===== src/rtl/instruction_queue_if.sv =====
// Fetch-side bundle of the instruction queue: memory read channel, flush redirect and
// the head/occupancy view presented to decode. master = queue, slave = its environment.
interface instruction_queue_if #(
  parameter int width = 32,
  parameter int size  = 8
);
  localparam int cw = $clog2(size) + 1;

  logic             instr_mem_read;
  logic [width-1:0] instr_mem_address;
  logic             instr_mem_resp;
  logic [width-1:0] instr_mem_rdata;
  logic             instr_q_dequeue;
  logic             flush;
  logic [width-1:0] flush_pc;
  logic             instr_q_empty;
  logic             instr_q_full;
  logic [width-1:0] head_pc;
  logic [width-1:0] head_instr;
  logic [cw-1:0]    count;

  modport master (
    output instr_mem_read, instr_mem_address,
    output instr_q_empty, instr_q_full, head_pc, head_instr, count,
    input  instr_mem_resp, instr_mem_rdata, instr_q_dequeue, flush, flush_pc
  );

  modport slave (
    input  instr_mem_read, instr_mem_address,
    input  instr_q_empty, instr_q_full, head_pc, head_instr, count,
    output instr_mem_resp, instr_mem_rdata, instr_q_dequeue, flush, flush_pc
  );
endinterface


===== src/rtl/instruction_queue.sv =====
// Instruction queue: sequential fetch into a circular {pc, instr} FIFO ahead of the ROB.
// Define IQ_BYPASS_EN for zero-latency fall-through of a response into an empty queue.
module instruction_queue #(
  parameter int               width    = 32,
  parameter int               size     = 8,
  parameter logic [width-1:0] start_pc = 32'h0000_0060
) (
  input logic               clk,
  input logic               rst,
  instruction_queue_if.master q
);
  localparam int aw = $clog2(size);
  localparam int cw = aw + 1;
  localparam logic [cw-1:0] full_count = cw'(size);

  typedef enum logic [1:0] {FETCH, HOLD, DISCARD} state_t;

  typedef struct packed {
    logic [width-1:0] pc;
    logic [width-1:0] instr;
  } entry_t;

  state_t           state, state_next;
  entry_t           entries [size];
  logic [aw-1:0]    rd, wr;
  logic [cw-1:0]    cnt, cnt_next;
  logic [width-1:0] fetch_pc;
  logic             accept, bypass_hit, write_en, deq_en;

  // A response is only meaningful for a live (non-stale) request that is not being flushed.
  assign accept = (state == FETCH) && q.instr_mem_resp && !q.flush;

`ifdef IQ_BYPASS_EN
  assign bypass_hit = accept && (cnt == '0);
`else
  assign bypass_hit = 1'b0;
`endif

  // A fall-through word popped in its arrival cycle never touches storage.
  assign write_en = accept && !(bypass_hit && q.instr_q_dequeue);
  assign deq_en   = q.instr_q_dequeue && (cnt != '0) && !q.flush;

  // NOTE: every variable assigned in always_comb gets a default first, so no latch is inferred.
  always_comb begin
    cnt_next = cnt;
    if (write_en && !deq_en)      cnt_next = cnt + cw'(1);
    else if (!write_en && deq_en) cnt_next = cnt - cw'(1);
  end

  // NOTE: sequential state uses non-blocking assignments so all flops update from pre-edge values.
  always_ff @(posedge clk or negedge rst) begin
    if (!rst) state <= FETCH;
    else      state <= state_next;
  end

  always_comb begin
    state_next = state;
    if (q.flush) begin
      state_next = (q.instr_mem_read && !q.instr_mem_resp) ? DISCARD : FETCH;
    end else begin
      unique case (state)
        FETCH:   if (q.instr_mem_resp) state_next = (cnt_next == full_count) ? HOLD : FETCH;
        HOLD:    if (cnt_next != full_count) state_next = FETCH;
        DISCARD: if (q.instr_mem_resp) state_next = FETCH;
        default: state_next = FETCH;
      endcase
    end
  end

  always_comb begin
    q.instr_mem_read    = (state != HOLD);
    q.instr_mem_address = fetch_pc;
    q.count             = cnt;
    q.instr_q_full      = (cnt == full_count);
    if (bypass_hit) begin
      q.head_pc       = fetch_pc;
      q.head_instr    = q.instr_mem_rdata;
      q.instr_q_empty = 1'b0;
    end else begin
      q.head_pc       = entries[rd].pc;
      q.head_instr    = entries[rd].instr;
      q.instr_q_empty = (cnt == '0);
    end
  end

  // NOTE: entries are cleared by reset because the empty queue must still present a zero head.
  always_ff @(posedge clk or negedge rst) begin
    if (!rst) begin
      fetch_pc <= start_pc;
      rd       <= '0;
      wr       <= '0;
      cnt      <= '0;
      for (int i = 0; i < size; i++) entries[i] <= '0;
    end else if (q.flush) begin
      fetch_pc <= q.flush_pc;
      rd       <= '0;
      wr       <= '0;
      cnt      <= '0;
    end else begin
      if (write_en) begin
        entries[wr] <= '{pc: fetch_pc, instr: q.instr_mem_rdata};
        wr          <= wr + aw'(1);
      end
      if (accept) fetch_pc <= fetch_pc + width'(4);
      if (deq_en) rd <= rd + aw'(1);
      cnt <= cnt_next;
    end
  end
endmodule


===== src/flat_wrapper.sv =====
// flat-port wrapper written by rule: the top's interface ports become plain ports
module instruction_queue_flat 
#(
  parameter int               width    = 32,
  parameter int               size     = 8,
  parameter logic [width-1:0] start_pc = 32'h0000_0060
)
  (clk, rst, q_instr_mem_read, q_instr_mem_address, q_instr_q_empty, q_instr_q_full, q_head_pc, q_head_instr, q_count, q_instr_mem_resp, q_instr_mem_rdata, q_instr_q_dequeue, q_flush, q_flush_pc);
  instruction_queue_if #(.width(width), .size(size)) q_i ();
  input logic clk;
  input logic rst;
  output wire logic [$bits(q_i.instr_mem_read)-1:0] q_instr_mem_read;
  output wire logic [$bits(q_i.instr_mem_address)-1:0] q_instr_mem_address;
  output wire logic [$bits(q_i.instr_q_empty)-1:0] q_instr_q_empty;
  output wire logic [$bits(q_i.instr_q_full)-1:0] q_instr_q_full;
  output wire logic [$bits(q_i.head_pc)-1:0] q_head_pc;
  output wire logic [$bits(q_i.head_instr)-1:0] q_head_instr;
  output wire logic [$bits(q_i.count)-1:0] q_count;
  input wire logic [$bits(q_i.instr_mem_resp)-1:0] q_instr_mem_resp;
  input wire logic [$bits(q_i.instr_mem_rdata)-1:0] q_instr_mem_rdata;
  input wire logic [$bits(q_i.instr_q_dequeue)-1:0] q_instr_q_dequeue;
  input wire logic [$bits(q_i.flush)-1:0] q_flush;
  input wire logic [$bits(q_i.flush_pc)-1:0] q_flush_pc;
  assign q_instr_mem_read = q_i.instr_mem_read;
  assign q_instr_mem_address = q_i.instr_mem_address;
  assign q_instr_q_empty = q_i.instr_q_empty;
  assign q_instr_q_full = q_i.instr_q_full;
  assign q_head_pc = q_i.head_pc;
  assign q_head_instr = q_i.head_instr;
  assign q_count = q_i.count;
  assign q_i.instr_mem_resp = q_instr_mem_resp;
  assign q_i.instr_mem_rdata = q_instr_mem_rdata;
  assign q_i.instr_q_dequeue = q_instr_q_dequeue;
  assign q_i.flush = q_flush;
  assign q_i.flush_pc = q_flush_pc;
  instruction_queue #(.width(width), .size(size), .start_pc(start_pc)) u_core (.clk(clk), .rst(rst), .q(q_i));
endmodule

===== config.mk =====
export PLATFORM = sky130hd
export DESIGN_NAME = instruction_queue_flat
export DESIGN_NICKNAME = d
export VERILOG_FILES = /design/src/rtl/instruction_queue_if.sv /design/src/rtl/instruction_queue.sv /design/src/flat_wrapper.sv
export SDC_FILE = /design/constraint.sdc
export NUM_CORES = 1
export LEC_CHECK = 0
export BUFFER_PORTS_ARGS = -buffer_cell sky130_fd_sc_hd__buf_4
export CORE_MARGIN = 3
export CORE_UTILIZATION = 45
export CTS_CLUSTER_DIAMETER = 150
export DETAILED_ROUTE_END_ITERATION = 10
export PLACE_DENSITY = 0.61
export SLEW_MARGIN = 20
export SYNTH_ARGS = -nofsm -noshare
export SYNTH_HDL_FRONTEND = slang
export SYNTH_SLANG_ARGS = --single-unit

===== constraint.sdc =====
create_clock -name clk -period 6.89 [get_ports clk]
set_clock_uncertainty 0.15 [all_clocks]
set_input_delay 1.378 -clock clk [delete_from_list [all_inputs] [get_ports clk]]
set_output_delay 1.378 -clock clk [all_outputs]
set_load 0.02 [all_outputs]

==> metrics.txt, run 1 <==
share of synthesized registers carrying an async set or reset=100%; final setup fails=0; multi-input logic area=10700 um^2; design area=29200 um^2; TNS Setup=0 ps; count leader, synth=mux2_2; Tcrit/Tclk final=69.3%; sequential area share after synthesis=55.0%; Max clock buf depth=3; Vias=approximately 14k; Ports=172; post_cts resized=0; Core Util, Final=52.7%; Post-Syn Area=25300 um^2; RePlAce Congestion=0.713; initial antenna violation count=1; Final Hold Fails=0; CP arrival=3250 ps; Final Critical Period=between 4000 and 5000 ps; mean post-synth cell area=15.5 um^2; post-synth top area share=between 50 and 60%; Hold Path Class=register to register; placed cell areas=27200 um^2; CTS tree=built; chip height=243 um; number of DRC markers in iteration 0=roughly 680; # rows=86; unrepaired setup endpoints after global routing=false; Unique masters post-synth=42; gr usage total=20.3%; placed cell count=2442; final std cells w/o fill=2555; routed wire length per instance=roughly 23 um; slowest CP cell=dfrtp_4; critical path launch point type=register; critical path's top delay family=flip-flops; grt ovf=0; crit-path cells=buf_12 -> mux4_2 -> mux2_2 -> buf_4; die area=between 50000 and 60000 um^2; outcome=finished clean; Synth-to-Final Area Change=15.3%; clock latency on the worst-skew pair=640 ps; Initial Util=between 40% and 50%; Slew headroom=27.7%; Nets=1829; Max Clk Rate=between 200 and 250 MHz; crit path kind=register to output pin; Num CTS Buffers=approximately 60; number of nets with antenna violations after routing=0; number of global-route vias before repair=about 15k; vias per cell=around 5.6; share of layout cells above drive strength 1=55.2%; Synth Net Count=1706; Critical Path Sink Type=output pin; Post-synth EDFFs=0; max-slew violations=0; Buf/Inv on CP=2; input/output buffers=171; routed wire length=58800 um; register area=13900 um^2; static leakage=~13 nW; Cells after Synth=1632; Total Power=about 10 mW; Top FF cell, synth=dfrtp_1; worst-path maximum fanout=66; Synth top cells by count=mux2_2 (562), dfrtp_1 (554), mux4_2 (128); critical path's largest stage delay=930 ps; first-pass iteration count of the detailed router=5; Worst-path clk slew=60 ps; VDD IR-drop max=210 uV; CTS sink count=around 560; post-cts hold buffer count=0; Fill cells=4703; area leader, netlist=dfrtp_1; pin count of the biggest net entering global routing=165; Root Driver=clkbuf_16; max_cap viols=0; core area=55300 um^2; Cell Pwr Density=approximately 340 nW/um^2; Slew @ Worst Pin=1080 ps; Final HPWL DP=34400 um; die span in x=roughly 240 um; #FFs+latches synth=556; synth warn=0; number of post-CTS setup repair buffers=0; CTS H-tree depth=2; Worst EP required=5360 ps; DRC viols=0; global-route wire length before repair=93200 um; Synth area leaders=dfrtp_1 (55%), mux2_2 (25%), mux4_2 (11%)
-- final cells by class --
| cell class | instances | area share [%] |
|---|---|---|
| diodes | 1 | 0.00858 |
| clock buffers | 93 | 6.19 |
| clock inverters | 19 | 0.613 |
| inverters | 6 | 0.0772 |
| multi-input cells | 938 | 36.8 |
| flip-flops and latches | 556 | 47.7 |
| well taps | 748 | 3.21 |
| repair buffers | 194 | 5.32 |
-- per-layer routing --
layer | part of all wire, % | routed length, um | vias to the layer above | GRT usage, %
li1 | - | - | 6281 | -
met1 | 46 | 26900 | 7730 | 28.1
met2 | 49 | 28600 | 209 | 33.5
met3 | 4.1 | 2420 | 67 | 3.95
met4 | 1.6 | 954 | 0 | 4.27
met5 | 0 | 0 | - | 0
-- stage by stage --
stage,hold WS (ps),setup WS (ps)
6_report,333,2120
5_1_grt,358,1880
4_1_cts,333,1980
3_5_place_dp,320,2380
3_3_place_gp,308,2460
2_1_floorplan,295,3280
-- worst reg2reg max path, cell delays in order (launching register included) --
cell and delay, ps:
dfrtp_1 440, or3b_1 400, buf_4 210, nor3b_1 670
nand3_4 590, buf_4 520, mux2_2 360
-- final timing paths --
path	slack, ps	endpoint	depth (start not counted)	from
min in group asynchronous	670	u_core.entries[456]	1	rst
setup / recovery	2120	q_head_pc[21]	4	u_core.rd[0]
setup reg to reg	3430	u_core.entries[38]	6	u_core.state[0]
hold reg to reg	330	u_core.entries[88]	1	u_core.entries[88]
hold / removal	330	u_core.entries[88]	1	u_core.entries[88]
max in group asynchronous	4370	u_core.rd[0]	2	rst
-- registers in the layout, indices dropped and copies added (netlist names) --
register,count
u_core.entries,512
u_core.rd,3
u_core.wr,3
u_core.state,2
u_core.q.count,4
u_core.q.instr_mem_address,32
-- cell families after synthesis --
family / count (synthesis) / synth area share [%]
multiplexers: 698 / 36.8
AND/OR/NAND/NOR: 149 / 3.06
buffers and inverters: 138 / 2.64
flip-flops: 556 / 55.0
AO/OA/AOI/OAI: 50 / 1.04
XOR/XNOR: 36 / 1.25
adder cells (fa/ha/maj): 5 / 0.247
-- placed cells by master, fill, tap and decap left out, types with 4 or more instances in the layout --
master | synthesis | final
mux2_2 | 562 | 562
mux4_2 | 128 | 128
clkbuf_16 | 0 | 59
clkbuf_1 | 62 | 14
xnor2_1 | 25 | 25
dfrtp_1 | 554 | 551
nand3_1 | 8 | 7
and3_1 | 5 | 5
nor2_1 | 17 | 17
ha_1 | 5 | 5
xor2_1 | 11 | 11
o21ai_0 | 44 | 44
and4_1 | 4 | 4
clkinv_2 | 0 | 14
inv_1 | 6 | 6
nor3b_1 | 7 | 4
mux2_1 | 5 | 5
nor3_1 | 8 | 8
nor4_1 | 6 | 6
buf_4 | 7 | 186
nand4_1 | 11 | 11
nor2b_1 | 5 | 5
nand2_1 | 64 | 63
clkbuf_8 | 0 | 20
buf_12 | 0 | 7
-- power by group --
| group | total [mW] | internal [mW] | switching, mW | leakage [nW] |
|---|---|---|---|---|
| Clock | 3.21 | 1.87 | 1.33 | 0.995 |
| Sequential | 4.18 | 3.76 | 0.417 | 7.40 |
| Combinational | 2.62 | 1.44 | 1.18 | 5.00 |
No activity file was read; power rests on OpenSTA's default activity.
==> run 2, diff against run 1 <==
--- a/config.mk
+++ b/config.mk
@@ -10,7 +10,7 @@
 export CORE_UTILIZATION = 45
 export CTS_CLUSTER_DIAMETER = 150
 export DETAILED_ROUTE_END_ITERATION = 10
-export PLACE_DENSITY = 0.61
+export PLACE_DENSITY = 0.64
 export SLEW_MARGIN = 20
 export SYNTH_ARGS = -nofsm -noshare
 export SYNTH_HDL_FRONTEND = slang
==> constraint.sdc (replaced) <==
create_clock -name clk -period 4.35 [get_ports clk]
set_clock_uncertainty 0.15 [all_clocks]
set_input_delay 0.87 -clock clk [delete_from_list [all_inputs] [get_ports clk]]
set_output_delay 0.87 -clock clk [all_outputs]
set_load 0.02 [all_outputs]
==> run 2 against run 1 <==
  * Die area stayed put
  * Clock-buffer cell count stayed put
  * Non-clock buffer count is 22 higher
  * Critical path depth stayed put
  * Power is 60% higher
  * Via count is 1.0% higher
  * Global-route usage hardly changed
  * Sequential share of layout area is 0.49 points lower
  * Sequential power is 57% higher
  * Clock power is 60% higher
==> metrics.txt, run 2 (same netlist as run 1, synthesis figures left out) <==
crit path launch=u_core.rd[0]; clock share of power=32.1% (about the same); FF-to-FF setup slack=1310 ps (-2120 ps); DRC viols=0 (unchanged); number of nets with antenna violations after routing=0 (unchanged); switch share=28.9% (-0.37 points); DR top layer=met5; Final Critical Period=3960 ps; critical path's top delay family=multiplexers; core area=55300 um^2 (unchanged); DRT met1 WL=26700 um (-0.73%); worst-path maximum fanout=40 (-39%); most common cell after layout, fill and taps aside=mux2_2; clock latency on the worst-skew pair=610 ps (-30 ps); post-cts hold buffer count=0 (unchanged); placed cell count=2463 (+0.86%); input/output buffers=171 (unchanged); routed wire length=59500 um (+1.2%); share of layout cells above drive strength 1=55.8% (+0.58 points); FF-to-FF Start=u_core.state[0]; max-slew violations=0 (unchanged); Hold Path Class=primary input to async pin; final std cells w/o fill=2576 (+0.82%); RePlAce Congestion=0.740 (+3.8%); first-pass iteration count of the detailed router=5 (unchanged); Synth-to-Final Area Change=16.5%; Final Hold Fails=0 (unchanged); met2 WL post-DR=29300 um (+2.7%); CTS sink count=556 (unchanged); Max clock buf depth=3 (unchanged); unrepaired setup endpoints after global routing=false; Slew @ Worst Pin=890 ps (-195 ps); Critical Path Sink Type=output pin; critical path's largest stage delay=830 ps (-100 ps); FF-to-FF End=u_core.entries[410]; r2r worst-path depth=5 (-1); Final HPWL DP=35300 um (+2.8%); VDD IR-drop max=452 uV (+110%); Pint=11.4 mW (+61%); pin count of the biggest net entering global routing=123 (-25%); Reg with most FFs=u_core.entries; crit path kind=register to output pin; grt ovf=0 (unchanged); # rows=86 (unchanged); CP arrival=2940 ps (-310 ps); initial antenna violation count=3 (+2); gr usage total=20.3% (+0.041 points); Cell Pwr Density=542 nW/um^2 (+58%); Num CTS Buffers=59 (unchanged); chip height=243 um (unchanged); number of DRC markers in iteration 0=779 (+15%); Slew headroom=40.7% (+13 points); Switch Pwr=4.62 mW (+58%); number of post-CTS setup repair buffers=0 (unchanged); Initial Util=45.7% (unchanged); die area=59100 um^2 (unchanged); vias per cell=5.60 (+0.21%); post_cts resized=0 (unchanged); slowest CP cell=dfrtp_4; Buf/Inv on CP=2 (unchanged); Core Util, Final=53.3% (+0.55 points); Tcrit/Tclk final=91.0%; CTS tree=built; Comb pwr share=26.8% (+0.6 points); Nets=1851 (+1.2%); final setup fails=0 (unchanged); crit-path cells=buf_12 -> mux4_2 -> mux2_2 -> buf_4; WHS=3.60 ps (-329 ps); CTS H-tree depth=2 (unchanged); outcome=finished clean; max_cap viols=0 (unchanged); Worst-path clk slew=60 ps (about the same); die span in x=243 um (unchanged); Worst EP required=3330 ps (-2030 ps); routed wire length per instance=23.1 um (+0.33%); Ports=172 (unchanged); leading cell types in the layout, fill and taps excluded=mux2_2 (562), dfrtp_1 (551), buf_4 (200), mux4_2 (128), nand2_1 (63); met3 wire len=2220 um (-8.3%); max reg flops=512 (unchanged); Root Driver=clkbuf_16; TNS Setup=0 ps (unchanged); static leakage=13.5 nW (+1.1%); global-route wire length before repair=93600 um (+0.47%); sequential share of power=41.1% (-0.7 points); Max Clk Rate=253 MHz; critical path launch point type=register; Vias=14.4k (+1.0%); number of global-route vias before repair=15.8k (+3.0%)
run 2: final cells by class:
class / instances / area (um^2)
multi-input combinational: 938 / 10700
antenna: 3 / 7.51
fill: 4577 / 25800
clock inverter: 16 / 160
inverter: 6 / 22.5
clock buffer: 93 / 1850
tap: 748 / 936
timing repair buffer: 216 / 1820
sequential: 556 / 13900
run 2: worst max-delay path by stage:
stage,to,slack [ps],depth (start not counted)
after global placement,u_core.entries[414],860,6
after global routing,q_head_instr[9],240,4
after CTS,q_head_instr[13],310,4
after floorplan,q_head_pc[16],1250,4
final,q_head_pc[22],390,4
after detailed placement,u_core.entries[415],800,6
run 2: through the flow:
step           cell area, um^2  worst slack [ps]  total power, mW
3_5_place_dp             27400               800             11.0
6_report                 29500               393             16.0
5_1_grt                  29500               242             16.7
2_1_floorplan            25300              1250             9.34
4_1_cts                  29400               309             16.2
3_3_place_gp             27400               859             10.9
run 2: power by group through the flow:
| stage | clock [mW] | combinational, mW | sequential (mW) |
|---|---|---|---|
| after floorplan | 0 | 2.97 | 6.38 |
| after global placement | 0 | 4.29 | 6.61 |
| after detailed placement | 0 | 4.36 | 6.65 |
| after CTS | 5.25 | 4.38 | 6.57 |
| after global routing | 5.46 | 4.61 | 6.67 |
| final | 5.12 | 4.29 | 6.57 |
run 2: per-layer routing:
layer / vias up / GRT usage (%)
met5: - / 0
met4: 2 / 5.50
met3: 80 / 3.30
met2: 242 / 33.7
met1: 7799 / 28.0
li1: 6312 / -
run 2: worst reg2reg max path, delay by kind of cell (launching register included):
family	cells	cell delay, ps
and+or+nand+nor	3	1610
buffers and inverters	1	440
DFF	1	430
muxes	1	290
==> run 3, diff against run 2 <==
--- a/config.mk
+++ b/config.mk
@@ -8,6 +8,7 @@
 export BUFFER_PORTS_ARGS = -buffer_cell sky130_fd_sc_hd__buf_4
 export CORE_MARGIN = 3
 export CORE_UTILIZATION = 45
+export CTS_BUF_LIST = sky130_fd_sc_hd__clkbuf_16
 export CTS_CLUSTER_DIAMETER = 150
 export DETAILED_ROUTE_END_ITERATION = 10
 export PLACE_DENSITY = 0.64
==> run 3 against run 2 <==
  * Register-to-register slack about the same
  * Core utilization fell by 0.36 points
  * Clock-buffer cell count down 32
  * Design area decreased by 0.68%
  * Die area did not move
  * Hold slack better by 0.88 ps
  * Global-route usage is essentially flat
  * Combinational power is essentially flat
  * Sequential share of layout area rose by 0.32 points
  * First-iteration DRC count grew 6.4%
  * Critical endpoint is now q_head_pc[19]
==> metrics.txt, run 3 (same netlist as run 1, synthesis figures left out) <==
Ports=172 (unchanged); input/output buffers=171 (unchanged); Pint=11.0 mW (-3.4%); Slew headroom=40.1% (-0.60 points); # rows=86 (unchanged); Tcrit/Tclk final=90.8% (-0.15 points); switch share=29.6% (+0.71 points); post-cts hold buffer count=0 (unchanged); Max Clk Rate=253 MHz (+0.16%); Root Driver=clkbuf_16; sequential share of power=42.1% (+1.0 points); FF-to-FF setup slack=1320 ps (about the same); CTS tree=built; worst setup path endpoint=q_head_pc[19]; most common cell after layout, fill and taps aside=mux2_2; static leakage=13.5 nW (-0.46%); TNS Setup=0 ps (unchanged); post_cts resized=0 (unchanged); number of DRC markers in iteration 0=829 (+6.4%); die span in x=243 um (unchanged); Num CTS Buffers=59 (unchanged); share of layout cells above drive strength 1=54.7% (-1.1 points); WHS=4.48 ps (+0.875 ps); number of global-route vias before repair=15.8k (-0.070%); unrepaired setup endpoints after global routing=false; Final Hold Fails=0 (unchanged); final setup fails=0 (unchanged); gr usage total=20.3% (about the same); max-slew violations=0 (unchanged); Worst EP required=3330 ps (about the same); critical path launch point type=register; chip height=243 um (unchanged); routed wire length=59400 um (-0.12%); Total Power=15.6 mW (-2.4%); CP arrival=2930 ps (about the same); worst-path maximum fanout=40 (unchanged); Reg with most FFs=u_core.entries; register area=13900 um^2 (unchanged); Comb pwr share=27.5% (+0.7 points); first-pass iteration count of the detailed router=4 (-1); Initial Util=45.7% (unchanged); max_cap viols=0 (unchanged); die area=59100 um^2 (unchanged); routed wire length per instance=23.1 um (-0.12%); Hold Path Class=primary input to async pin; CTS sink count=556 (unchanged); crit path launch=u_core.rd[0]; Worst-path clk slew=60 ps (about the same); crit path kind=register to output pin; Nets=1851 (unchanged); VDD IR-drop max=394 uV (-13%); Vias=14.4k (-0.12%); FF-to-FF Start=u_core.state[0]; Slew @ Worst Pin=899 ps (+8.94 ps); Fill cells=4594 (+0.37%); Cell Pwr Density=533 nW/um^2 (-1.7%); Final Critical Period=3950 ps (-6.36 ps); Max clock buf depth=3 (unchanged); outcome=finished clean; initial antenna violation count=3 (unchanged); core area=55300 um^2 (unchanged); number of post-CTS setup repair buffers=0 (unchanged); multi-input logic area=10700 um^2 (unchanged); DRC viols=0 (unchanged); grt ovf=0 (unchanged); Setup WS pre-CTS=800 ps (unchanged); clock latency on the worst-skew pair=610 ps (about the same); Switch Pwr=4.62 mW (about the same); number of nets with antenna violations after routing=0 (unchanged); max reg flops=512 (unchanged); Critical Path Sink Type=output pin; r2r worst-path depth=5 (unchanged); Synth-to-Final Area Change=15.7%; placed cell areas=27400 um^2 (unchanged); FF-to-FF End=u_core.entries[406]; CTS H-tree depth=2 (unchanged); global-route wire length before repair=93500 um (-0.12%); design area=29300 um^2 (-0.68%); Final WS setup=399 ps (+6.36 ps); clock share of power=30.4% (-1.7 points); Final HPWL DP=35300 um (unchanged); leading cell types in the layout, fill and taps excluded=mux2_2 (562), dfrtp_1 (551), buf_4 (200), mux4_2 (128), nand2_1 (63); pin count of the biggest net entering global routing=123 (unchanged); RePlAce Congestion=0.740 (unchanged); vias per cell=5.60 (-0.12%)
-- run 3: cell types whose count changed in the layout (fill, tap and decap cells not counted) --
cell and delta:
clkbuf_1 -12, clkbuf_8 -20, clkinv_1 +20, inv_1 +12
-- run 3: area by class of cell --
class	count	area share, %
antenna	3	0.0256
sequential	556	47.6
inverter	6	0.0769
clock buffer	61	5.21
multi-input combinational	938	36.7
clock inverter	48	0.957
tap	748	3.20
timing repair buffer	216	6.23
-- run 3: how the worst min path moves through the flow --
stage | from | endpoint | slack, ps | depth (start not counted)
detailed placement | u_core.entries[304] | u_core.entries[304] | 320 | 2
CTS | q_instr_mem_resp | u_core.state[1] | 250 | 2
global route | rst | u_core.entries[456] | 10 | 1
floorplan | u_core.entries[299] | u_core.entries[299] | 290 | 2
finish | rst | u_core.entries[456] | 4 | 1
global placement | u_core.entries[304] | u_core.entries[304] | 310 | 2
-- run 3: metrics by stage --
| stage | utilization [%] | cells |
|---|---|---|
| detailed placement | 49.6 | 2463 |
| global route | 52.9 | 2574 |
| CTS | 52.9 | 2572 |
| global placement | 49.6 | 2463 |
| finish | 52.9 | 2576 |
| floorplan | - | 1632 |
-- run 3: critical path, stage by stage (launching register included) --
cell	delay [ps]
dfrtp_4	820
buf_12	390
mux4_2	560
mux2_2	320
buf_4	170
-- run 3: power groups by stage --
stage | clock network (mW) | registers, mW | logic [mW]
2_1_floorplan | 0 | 6.38 | 2.97
3_3_place_gp | 0 | 6.61 | 4.29
3_5_place_dp | 0 | 6.65 | 4.36
4_1_cts | 4.85 | 6.57 | 4.38
5_1_grt | 5.07 | 6.67 | 4.61
6_report | 4.74 | 6.56 | 4.29
-- run 3: metal layers --
metal | GRT usage [%] | vias to the layer above | wire length (um)
met5 | 0 | - | 11
met4 | 5.45 | 2 | 1220
met3 | 3.37 | 77 | 2310
met2 | 33.7 | 245 | 29200
met1 | 27.9 | 7785 | 26700
li1 | - | 6308 | -
